--- config.mk ---
export PLATFORM = sky130hd
export DESIGN_NAME = toggle_driver
export DESIGN_NICKNAME = d
export VERILOG_FILES = /design/src/rtl/toggle_pkg.sv /design/src/rtl/toggle_period_timer.sv /design/src/rtl/toggle_driver.sv
export SDC_FILE = /design/constraint.sdc
export NUM_CORES = 1
export LEC_CHECK = 0
export CORE_MARGIN = 2
export CORE_UTILIZATION = 57
export CTS_CLUSTER_DIAMETER = 60
export CTS_CLUSTER_SIZE = 14
export DETAILED_ROUTE_END_ITERATION = 6
export GPL_TIMING_DRIVEN = 0
export MAX_ROUTING_LAYER = met4
export PLACE_DENSITY = 0.88
export SLEW_MARGIN = 20
export SYNTH_ARGS = -nofsm -noshare
export SYNTH_HDL_FRONTEND = slang
export SYNTH_HIERARCHICAL = 1
export SYNTH_SLANG_ARGS = --single-unit
export TNS_END_PERCENT = 10
--- constraint.sdc ---
create_clock -name clk -period 7.47 [get_ports clk]
set_input_delay 1.494 -clock clk [delete_from_list [all_inputs] [get_ports clk]]
set_output_delay 1.494 -clock clk [all_outputs]
set_load 0.01 [all_outputs]
--- src/rtl/toggle_pkg.sv ---
// Shared types and default widths for the edge-toggle driver.
package toggle_pkg;

    typedef enum logic {
        IDLE = 1'b0,
        RUN  = 1'b1
    } toggle_state_e;

    localparam int CNT_W_DEF = 8;
    localparam int PER_W_DEF = 8;

endpackage

--- src/rtl/toggle_period_timer.sv ---
// Reloading down-counter that pulses tick every P enabled cycles.
module toggle_period_timer #(
    parameter int PER_W = toggle_pkg::PER_W_DEF
) (
    input  logic             clk,
    input  logic             rst_n,
    input  logic             load,
    input  logic [PER_W-1:0] load_val,
    input  logic             en,
    output logic             tick
);

    logic [PER_W-1:0] cnt_q;
    logic [PER_W-1:0] period_q;

    // tick marks the edge on which the count would reach zero; the reload
    // happens on that same edge so the spacing stays exactly P.
    assign tick = en && (cnt_q == PER_W'(1));

    always_ff @(posedge clk or negedge rst_n) begin
        if (!rst_n) begin
            cnt_q    <= '0;
            period_q <= '0;
        end else if (load) begin
            cnt_q    <= load_val;
            period_q <= load_val;
        end else if (en) begin
            if (tick) cnt_q <= period_q;
            else      cnt_q <= cnt_q - PER_W'(1);
        end
    end

endmodule

--- src/rtl/toggle_driver.sv ---
// Driver end of the edge-toggle protocol: emits N toggles of sig_o spaced
// P cycles apart per handshaked request and counts the rising edges.
//
// state | meaning
// IDLE  | waiting for a request, req_ready_o high
// RUN   | emitting toggles, busy_o high
module toggle_driver
    import toggle_pkg::*;
#(
    parameter int   CNT_W      = CNT_W_DEF,
    parameter int   PER_W      = PER_W_DEF,
    parameter logic INIT_LEVEL = 1'b0
) (
    input  logic             clk,
    input  logic             rst_n,
    input  logic             req_valid_i,
    output logic             req_ready_o,
    input  logic [CNT_W-1:0] req_toggles_i,
    input  logic [PER_W-1:0] req_half_period_i,
    input  logic             abort_i,
    output logic             sig_o,
    output logic             busy_o,
    output logic             done_o,
    output logic [CNT_W-1:0] posedges_o
);

    toggle_state_e    state_q;
    logic             sig_q;
    logic             done_q;
    logic [CNT_W-1:0] posedges_q;
    logic [CNT_W-1:0] remaining_q;
    logic             accept;
    logic             tick;
    logic [PER_W-1:0] period_norm;

    assign accept      = (state_q == IDLE) && req_valid_i;
    assign period_norm = (req_half_period_i == '0) ? PER_W'(1) : req_half_period_i;

    // Abort masks the timer so a toggle due on the abort edge is dropped.
    toggle_period_timer #(.PER_W(PER_W)) u_timer (
        .clk      (clk),
        .rst_n    (rst_n),
        .load     (accept),
        .load_val (period_norm),
        .en       ((state_q == RUN) && !abort_i),
        .tick     (tick)
    );

    always_ff @(posedge clk or negedge rst_n) begin
        if (!rst_n) begin
            state_q     <= IDLE;
            sig_q       <= INIT_LEVEL;
            done_q      <= 1'b0;
            posedges_q  <= '0;
            remaining_q <= '0;
        end else begin
            done_q <= 1'b0;
            case (state_q)
                IDLE: begin
                    if (req_valid_i) begin
                        posedges_q  <= '0;
                        remaining_q <= req_toggles_i;
                        if (req_toggles_i == '0) done_q  <= 1'b1;
                        else                     state_q <= RUN;
                    end
                end
                RUN: begin
                    if (abort_i) begin
                        state_q <= IDLE;
                    end else if (tick) begin
                        sig_q       <= ~sig_q;
                        remaining_q <= remaining_q - CNT_W'(1);
                        if (!sig_q) posedges_q <= posedges_q + CNT_W'(1);
                        if (remaining_q == CNT_W'(1)) begin
                            state_q <= IDLE;
                            done_q  <= 1'b1;
                        end
                    end
                end
            endcase
        end
    end

    assign req_ready_o = (state_q == IDLE);
    assign busy_o      = (state_q == RUN);
    assign sig_o       = sig_q;
    assign done_o      = done_q;
    assign posedges_o  = posedges_q;

endmodule

==> run metrics <==
compound-cell area share of the yosys netlist=0.147; crit-path max FO=9; CTS buffer count=5; leakage=roughly 0.0011 uW; Post-CTS Hold Buffers=0; internal power=353 uW; Final min period=~4.1 ns; Power Density=roughly 220 nW/um^2; Synth area leader=dfrtp_1; worst path required time=approximately 7.7 ns; Post-DP Area=2400 sq um; core area=3360 sq um; Total GRT Usage=0.256; # setup viols final=0; sequential area share after synthesis=0.435; Initial Utilization=0.599; CP max-delay cell=clkdlybuf4s50_1; part of the cycle the worst path needs=0.548; share of the synthesized area in the top cell type=0.435; Buf+Inv Stages, Crit Path=4; largest family of logic cells by synthesized area=simple AND/OR/NAND/NOR gates; remaining global-route overflow=0; average wire per standard cell=roughly 15 um; drt total wl=~4.4 mm; Die H=63.4 um; endpoint type of the worst setup path=register; layout cells sized above 1=0.113; antenna-violating nets left=0; Simple-Gate Fraction of Synth Area=0.214; Detail Placement HPWL=about 3.2 mm; row count=21; syn nets=234; maximum operating frequency=0.244 GHz; CTS Sinks=35; Area contributors post-synth=dfrtp_1 (44%), xor2_1 (3.5%), nor2_1 (3.4%); final hold slack=0.518 ns; Final Net Count=between 200 and 300; Syn Inst Count=209; Post-Syn Area per Cell=9.63 sq um; ANT cells=0; count of input and output buffers=31; Final Cell Area=2450 sq um; DRT Pass-1 Iters=4; Rel. slew slack=0.641; largest net degree at the start of global routing=33; post_cts resized=0; Syn Std Cell Area=2010 sq um; via/cell ratio=5.89; HP Class=reg -> reg; multiplexer share of the synthesized area=0.0634; Critical Path AT=4.32 ns; clock skew=approximately 0.014 ns; clk_lat worst skew=0.35 ns; switching share of total power=0.344; number of synthesized register bits=35; post-synthesis adder-cell area fraction=0.0311; Synth Flop Type=dfrtp_1; Post-synth EDFFs=0; Seq pwr share=0.492; Final Slew Violations=0; routability cong.=around 0.8; combinational power share=0.310; Die W=between 60 and 70 um; TritonCTS clock tree=yes; Commonest cells post-synth=dfrtp_1 (35), nor2_1 (18), o21ai_0 (13); Clk Tree Root Cell=clkbuf_4; # DRC=0; CP Launch Type=input port; overall power=about 540 uW; switching pwr=between 150 and 200 uW; initial drt markers=approximately 190; crit-path max cell delay=~0.49 ns; post-CTS setup buffers=0; post-layout util=0.729; TNS Setup=0 ns; vias in the first global route=1,702; FFs w/ async S/R, synth=1.00; Ys Warns=6; most frequent cell after synthesis=dfrtp_1; CTS clock-pin slew for the worst setup and hold paths=0.11 ns; Clk pwr share=0.198; crit-path cells=clkdlybuf4s50_1 > nor2b_1 > nand3b_1 > or3_1 > clkbuf_2 > inv_1 > nor4bb_1 > buf_2 > nand4_1 > xor2_1 > nor2_1; VDD IR max=roughly 0.00019 V; status=finished clean; area grow syn2layout=21.8%; DIE AREA=4020 sq um; Final Hold Vio Count=0; first-pass GRT wire length=~7.7 mm; via count=1,732; max_cap viols=0; largest delay contributor family on the critical path=simple AND/OR/NAND/NOR gates; Post-Synth XOR/XNOR Area=0.0566; Cell variety after synth=53; Tightest Pin Transition=0.537 ns; maximum level of the CTS H-tree=2; RSZ-0062 raised after global routing=false; worst setup path class=in -> reg; antenna violations before repair=0; IO Pins=32; clock buffer depth=2
-- metrics by stage --
step / setup slack [ns] / instances
3_3_place_gp: 3.16 / 286
3_5_place_dp: 3.04 / 287
6_report: 3.38 / 294
4_1_cts: 3.40 / 294
5_1_grt: 3.19 / 294
2_1_floorplan: 4.03 / 209
-- power groups by stage --
| stage | sequential (uW) | clock [uW] | combinational, uW |
|---|---|---|---|
| floorplan | 259 | 0 | 118 |
| global placement | 265 | 0 | 158 |
| detailed placement | 267 | 0 | 165 |
| global route | 271 | 119 | 188 |
| CTS | 263 | 108 | 166 |
| finish | 265 | 107 | 167 |
-- routing by layer --
metal / routed length (um) / track usage / vias to the layer above
met5: 0 / - / -
met4: 80 / 0.125 / 0
met3: 194 / 0.0643 / 9
met2: 2110 / 0.370 / 52
met1: 2050 / 0.336 / 845
li1: - / - / 826
-- flip-flops by register name, summed over array words and instances, names as in the netlist --
register          cells
busy_o                1
remaining_q           8
u_timer/cnt_q         8
sig_o                 1
done_o                1
posedges_o            8
u_timer/period_q      8
-- cell usage in the layout, fill, tap and decap left out, types with 3 or more instances in the layout --
cell             count
mux2_2               6
xnor2_1              5
inv_1                8
nand4_1              4
nand2_1             12
a21oi_1              9
dfrtp_1             35
clkbuf_1            10
clkbuf_4             5
nand2b_1             3
xor2_1               8
mux2i_1              6
nor2b_1              3
nor3_1               6
o21ai_0             13
a22oi_1              6
nand3_1              5
nor2_1              18
nor4_1               4
clkdlybuf4s50_1     30
ha_1                 5
-- path summary, 6_finish.rpt --
kind | startpoint | to | slack (ns) | cells after the start
max in group asynchronous | rst_n | u_timer/cnt_q[4] | 6.16 | 2
setup / recovery | abort_i | posedges_o[7] | 3.38 | 11
hold reg to reg | u_timer/period_q[4] | u_timer/period_q[4] | 0.52 | 1
setup reg to reg | busy_o | posedges_o[7] | 4.49 | 11
min in group asynchronous | rst_n | remaining_q[4] | 0.95 | 1
hold / removal | u_timer/period_q[4] | u_timer/period_q[4] | 0.52 | 1
-- cell families (layout without fill, tap and decap cells) --
kind of cell,Yosys count,in the layout
compound gates,45,45
buf+inv,24,63
xor+xnor,13,13
fa+ha+maj,5,5
simple gates,75,75
flops,35,35
mux,12,12
-- area by class of cell --
| type | count | area (sq um) |
|---|---|---|
| fillers | 291 | 911 |
| flip-flops and latches | 35 | 876 |
| clock buffers | 6 | 51.3 |
| well taps | 46 | 57.6 |
| inverters | 10 | 37.5 |
| plain buffers | 14 | 70.1 |
| clock inverters | 1 | 5.00 |
| repair buffers | 32 | 325 |
| multi-input cells | 150 | 1030 |
-- worst reg2reg max path, stage by stage (launching register included) --
cell and delay (ns):
dfrtp_1 0.39, buf_6 0.14, nor2b_1 0.46, nand3b_1 0.17, or3_1 0.33, clkbuf_2 0.17, inv_1 0.29, nor4bb_1 0.30
buf_2 0.25, nand4_1 0.14, xor2_1 0.16, nor2_1 0.06
No activity file was read; power rests on OpenSTA's default activity.
